<file path="src/rtl/register_status_controller_if.sv">
// Handshake and table-port bundle between the issue/commit/flush logic and
// the register status table write controller.
interface register_status_controller_if #(
    parameter int unsigned REGISTER_NUMBER_LOG     = 5,
    parameter int unsigned REORDER_BUFFER_SIZE_LOG = 3
);
    logic                               issueValid;
    logic                               issueReady;
    logic [REGISTER_NUMBER_LOG-1:0]     issueDest;
    logic [REORDER_BUFFER_SIZE_LOG-1:0] issueTag;
    logic                               commitValid;
    logic [REGISTER_NUMBER_LOG-1:0]     commitDest;
    logic [REORDER_BUFFER_SIZE_LOG-1:0] commitTag;
    logic                               flush;
    logic                               flushBusy;
    logic [REGISTER_NUMBER_LOG-1:0]     tableReadIndex;
    logic [REORDER_BUFFER_SIZE_LOG:0]   tableReadValue;
    logic                               tableWriteEnable;
    logic [REGISTER_NUMBER_LOG-1:0]     tableWriteIndex;
    logic [REORDER_BUFFER_SIZE_LOG:0]   tableWriteValue;

    modport slave (
        input  issueValid, issueDest, issueTag,
        input  commitValid, commitDest, commitTag,
        input  flush, tableReadValue,
        output issueReady, flushBusy, tableReadIndex,
        output tableWriteEnable, tableWriteIndex, tableWriteValue
    );

    modport master (
        output issueValid, issueDest, issueTag,
        output commitValid, commitDest, commitTag,
        output flush, tableReadValue,
        input  issueReady, flushBusy, tableReadIndex,
        input  tableWriteEnable, tableWriteIndex, tableWriteValue
    );
endinterface

</file>
<file path="src/rtl/register_status_controller.sv">
// Single write port arbiter for the register status table: flush walk,
// commit-time release and issue-time rename, in that priority order.
module register_status_controller #(
    parameter int unsigned REGISTER_NUMBER_LOG     = 5,
    parameter int unsigned REORDER_BUFFER_SIZE_LOG = 3
) (
    input logic                         clk,
    input logic                         reset,
    register_status_controller_if.slave bus
);
    localparam int unsigned RW        = REGISTER_NUMBER_LOG;
    localparam int unsigned TW        = REORDER_BUFFER_SIZE_LOG;
    localparam int unsigned VW        = TW + 1;
    localparam int unsigned REG_COUNT = 2 ** RW;

    typedef enum logic [0:0] {
        IDLE  = 1'b0,
        FLUSH = 1'b1
    } state_t;

    state_t        state;
    state_t        state_next;
    logic [RW-1:0] flush_index;
    logic [RW-1:0] flush_index_next;
    logic          commit_match_c;

    // Entry still names the committing tag, so the commit may release it.
    assign commit_match_c = bus.commitValid
                         && (bus.commitDest != '0)
                         && bus.tableReadValue[TW]
                         && (bus.tableReadValue[TW-1:0] == bus.commitTag);

    assign bus.tableReadIndex = bus.commitDest;

    // State register; reset lands in FLUSH so the walk clears the table.
    always_ff @(posedge clk or posedge reset) begin
        if (reset) begin
            state       <= FLUSH;
            flush_index <= RW'(1);
        end else begin
            state       <= state_next;
            flush_index <= flush_index_next;
        end
    end

    // Next-state: a flush request always (re)starts the walk at register 1.
    always_comb begin
        state_next       = state;
        flush_index_next = flush_index;
        unique case (state)
            IDLE: begin
                if (bus.flush) begin
                    state_next       = FLUSH;
                    flush_index_next = RW'(1);
                end
            end
            FLUSH: begin
                if (bus.flush) begin
                    flush_index_next = RW'(1);
                end else if (flush_index == RW'(REG_COUNT - 1)) begin
                    state_next       = IDLE;
                    flush_index_next = RW'(1);
                end else begin
                    flush_index_next = flush_index + RW'(1);
                end
            end
            default: begin
                state_next       = FLUSH;
                flush_index_next = RW'(1);
            end
        endcase
    end

    // Output decode; issue to register 0 is accepted without a write.
    always_comb begin
        bus.issueReady       = 1'b0;
        bus.flushBusy        = 1'b0;
        bus.tableWriteEnable = 1'b0;
        bus.tableWriteIndex  = '0;
        bus.tableWriteValue  = '0;
        unique case (state)
            FLUSH: begin
                bus.flushBusy        = 1'b1;
                bus.tableWriteEnable = 1'b1;
                bus.tableWriteIndex  = flush_index;
            end
            IDLE: begin
                if (!bus.flush) begin
                    if (commit_match_c) begin
                        bus.tableWriteEnable = 1'b1;
                        bus.tableWriteIndex  = bus.commitDest;
                    end else begin
                        bus.issueReady = 1'b1;
                        if (bus.issueValid && (bus.issueDest != '0)) begin
                            bus.tableWriteEnable = 1'b1;
                            bus.tableWriteIndex  = bus.issueDest;
                            bus.tableWriteValue  = VW'({1'b1, bus.issueTag});
                        end
                    end
                end
            end
            default: begin
                bus.flushBusy = 1'b1;
            end
        endcase
    end
endmodule
</file>
<file path="src/flat_wrapper.sv">
// flat-port wrapper written by rule: the top's interface ports become plain ports
module register_status_controller_flat 
#(
    parameter int unsigned REGISTER_NUMBER_LOG     = 5,
    parameter int unsigned REORDER_BUFFER_SIZE_LOG = 3
)
  (clk, reset, bus_issueValid, bus_issueDest, bus_issueTag, bus_commitValid, bus_commitDest, bus_commitTag, bus_flush, bus_tableReadValue, bus_issueReady, bus_flushBusy, bus_tableReadIndex, bus_tableWriteEnable, bus_tableWriteIndex, bus_tableWriteValue);
  register_status_controller_if #(.REGISTER_NUMBER_LOG(REGISTER_NUMBER_LOG), .REORDER_BUFFER_SIZE_LOG(REORDER_BUFFER_SIZE_LOG)) bus_i ();
  input logic clk;
  input logic reset;
  input wire logic [$bits(bus_i.issueValid)-1:0] bus_issueValid;
  input wire logic [$bits(bus_i.issueDest)-1:0] bus_issueDest;
  input wire logic [$bits(bus_i.issueTag)-1:0] bus_issueTag;
  input wire logic [$bits(bus_i.commitValid)-1:0] bus_commitValid;
  input wire logic [$bits(bus_i.commitDest)-1:0] bus_commitDest;
  input wire logic [$bits(bus_i.commitTag)-1:0] bus_commitTag;
  input wire logic [$bits(bus_i.flush)-1:0] bus_flush;
  input wire logic [$bits(bus_i.tableReadValue)-1:0] bus_tableReadValue;
  output wire logic [$bits(bus_i.issueReady)-1:0] bus_issueReady;
  output wire logic [$bits(bus_i.flushBusy)-1:0] bus_flushBusy;
  output wire logic [$bits(bus_i.tableReadIndex)-1:0] bus_tableReadIndex;
  output wire logic [$bits(bus_i.tableWriteEnable)-1:0] bus_tableWriteEnable;
  output wire logic [$bits(bus_i.tableWriteIndex)-1:0] bus_tableWriteIndex;
  output wire logic [$bits(bus_i.tableWriteValue)-1:0] bus_tableWriteValue;
  assign bus_i.issueValid = bus_issueValid;
  assign bus_i.issueDest = bus_issueDest;
  assign bus_i.issueTag = bus_issueTag;
  assign bus_i.commitValid = bus_commitValid;
  assign bus_i.commitDest = bus_commitDest;
  assign bus_i.commitTag = bus_commitTag;
  assign bus_i.flush = bus_flush;
  assign bus_i.tableReadValue = bus_tableReadValue;
  assign bus_issueReady = bus_i.issueReady;
  assign bus_flushBusy = bus_i.flushBusy;
  assign bus_tableReadIndex = bus_i.tableReadIndex;
  assign bus_tableWriteEnable = bus_i.tableWriteEnable;
  assign bus_tableWriteIndex = bus_i.tableWriteIndex;
  assign bus_tableWriteValue = bus_i.tableWriteValue;
  register_status_controller #(.REGISTER_NUMBER_LOG(REGISTER_NUMBER_LOG), .REORDER_BUFFER_SIZE_LOG(REORDER_BUFFER_SIZE_LOG)) u_core (.clk(clk), .reset(reset), .bus(bus_i));
endmodule
</file>
<file path="config.mk">
export PLATFORM = sky130hd
export DESIGN_NAME = register_status_controller_flat
export DESIGN_NICKNAME = d
export VERILOG_FILES = /design/src/rtl/register_status_controller_if.sv /design/src/rtl/register_status_controller.sv /design/src/flat_wrapper.sv
export SDC_FILE = /design/constraint.sdc
export NUM_CORES = 1
export LEC_CHECK = 0
export CAP_MARGIN = 30
export CORE_MARGIN = 4
export CORE_UTILIZATION = 27
export DETAILED_ROUTE_END_ITERATION = 10
export HOLD_SLACK_MARGIN = 0.02
export PLACE_DENSITY = 0.77
export SLEW_MARGIN = 30
export SYNTH_ARGS = -nofsm -noshare
export SYNTH_HDL_FRONTEND = slang
export SYNTH_SLANG_ARGS = --single-unit
</file>
<file path="constraint.sdc">
create_clock -name clk -period 2.96 [get_ports clk]
set_clock_uncertainty 0.15 [all_clocks]
set_input_delay 0.444 -clock clk [delete_from_list [all_inputs] [get_ports clk]]
set_output_delay 0.444 -clock clk [all_outputs]
set_load 0.005 [all_outputs]
</file>
==> out/qor.csv <==
metric,value,unit
synth_area_leaders,"dfrtp_1 (17%), dfstp_2 (8.8%), a22oi_1 (7.6%)",
clock_path_buffers,2,
nFillCells,194,
slew_headroom,0.714,
vias_per_cell,4.85,
outcome,completed,
cts_sinks,6,
syn_area_per_cell,8.16,sq um
grt_setup_unrepaired,no,
period_share,0.951,
synth_seq_cells,6,
max-cap-violations,0,
drt_iter0_markers,14,
grt_overflow,0,
grt_max_degree,17,
drc_errors,0,
clock_latency,0.24,ns
vdd_drop_max,0.122,mV
synth_ff_type,dfrtp_1,
postSynthCellCount,73,
antenna_found_initial,0,
vias,689,
synth_edf_count,0,
synth_largest_area_cell,dfrtp_1,
required,2.37,ns
wl,1850,um
syn_nets,100,
gp_congestion,0.725,
place_hpwl,1530,um
io_buffer_count,41,
nets,144,
die-area,0.00302,sq mm
firstDrtPassIters,4,
fin_crit,2.81,ns
fin_tns_setup,0,ns
yosysUniqueCellTypes,30,
cts_tree,yes,
synthToLayoutAreaGrowth,80.7,%
grt_usage,0.126,
tightest_slew,0.429,ns
syn_area,596,sq um
core_area,0.00202,sq mm
io_pins,42,
yosysWarnings,0,
path_class,in -> out,
rows,16,
crit_arrival,2.22,ns
initial_core_util,0.295,
synth-seq-area-share,0.256,
crit_path_max_fanout,10,
synthTopCellsByCount,"nand2_1 (9), nor2_1 (9), a22oi_1 (6)",
worstSetupStartpointType,primary input,
holdWs,0.263,ns
die_w,55.0,um
postSynth.asyncResetShare,1.00,
wl_per_cell,13.0,um
cts_root_buf,clkbuf_4,
leakage,0.000565,uW
path_clk_slew,0.04,ns
drive_gt1_frac,0.139,
hp-class,in -> async,
grt_pass1_wl,2670,um
cts_buffers,3,
finalSetupViolations,0,
yosysTopAreaCellShare,0.168,
hold_viol_final,0,
crit_path_end_kind,output port,
slew_viol_final,0,
grt_pass1_vias,639,
antenna_cells,0,
die-height,55.0,um
p_per_area,243,mW/mm^2
clock.fmax,0.355,GHz
finalPower,261,uW
cts_max_level,1,
ant_nets,0,
-- layout by cell type (no fill, tap or decap), types with 3 or more instances in the layout --
master and count:
a22oi_1 6, buf_4 5, clkbuf_4 3, clkdlybuf4s50_1 31, dfrtp_1 4, dlymetal6s2s_1 9, nand2_1 9, nand2b_1 3
nor2_1 9, o21ai_1 5, xnor2_1 3
-- through the flow --
| step | area, sq um | std cells | util | setup WS (ns) |
|---|---|---|---|---|
| after floorplan | 596 | 73 | - | 0.934 |
| after global placement | 1020 | 138 | 0.507 | 0.0180 |
| after detailed placement | 1020 | 138 | 0.507 | -0.0120 |
| after CTS | 1050 | 141 | 0.517 | 0.0000457 |
| after global routing | 1080 | 142 | 0.532 | 0.0520 |
| final | 1080 | 142 | 0.532 | 0.146 |
-- worst max-delay path, stage by stage --
cell	delay (ns)
clkdlybuf4s50_1	0.42
or4_4	0.56
nor2_4	0.13
o31ai_4	0.11
inv_2	0.06
clkdlybuf4s50_1	0.49
-- routing by layer --
layer,routed length (um),track usage,vias to the layer above
li1,-,-,344
met5,0,0,-
met3,137,0.0402,2
met1,690,0.141,316
met2,1010,0.215,27
met4,15,0.0607,0
-- logic make-up (layout without fill, tap and decap cells) --
logic type | Yosys count | in the layout | synth area share
XOR/XNOR | 3 | 3 | 0.0441
buffers and inverters | 9 | 51 | 0.0882
AND/OR/NAND/NOR | 33 | 33 | 0.315
flip-flops | 6 | 6 | 0.256
AO/OA/AOI/OAI | 18 | 18 | 0.221
adder cells (fa/ha/maj) | 2 | 2 | 0.0420
multiplexers | 2 | 2 | 0.0336
-- final timing paths --
kind / start / endpoint / slack, ns / depth (start not counted)
worst min-delay path: reset / u_core.flush_index[2] / 0.26 / 2
min in group clk: u_core.flush_index[1] / u_core.flush_index[1] / 0.44 / 2
max in group asynchronous: reset / u_core.state / 2.14 / 2
worst min register to register: u_core.flush_index[1] / u_core.flush_index[1] / 0.44 / 2
worst max-delay path: bus_commitDest[1] / bus_issueReady / 0.15 / 6
worst max register to register: u_core.flush_index[0] / u_core.flush_index[3] / 1.17 / 7
-- sequential cells by signal, indices dropped and copies added (netlist names) --
register,flops
u_core.flush_index,5
u_core.state,1
-- what timing repair did --
item	in CTS	in global routing
hold buffers	0	0
pin swaps	1	2
resized for setup	1	9
setup buffers	0	1
setup endpoints to repair	4	9
-- final cells by class --
type	count	area, sq um	area share
timing repair buffer	46	469	0.436
multi-input combinational	58	390	0.363
sequential	6	153	0.142
tap	27	33.8	0.0314
clock buffer	3	22.5	0.0209
inverter	2	7.51	0.00698
-- power by group --
group	switching, uW	internal (uW)
clock	29.8	45.9
sequential	5.34	87.8
combinational	33.0	59.6
total	68.1	193
No activity file was read; power rests on OpenSTA's default activity.
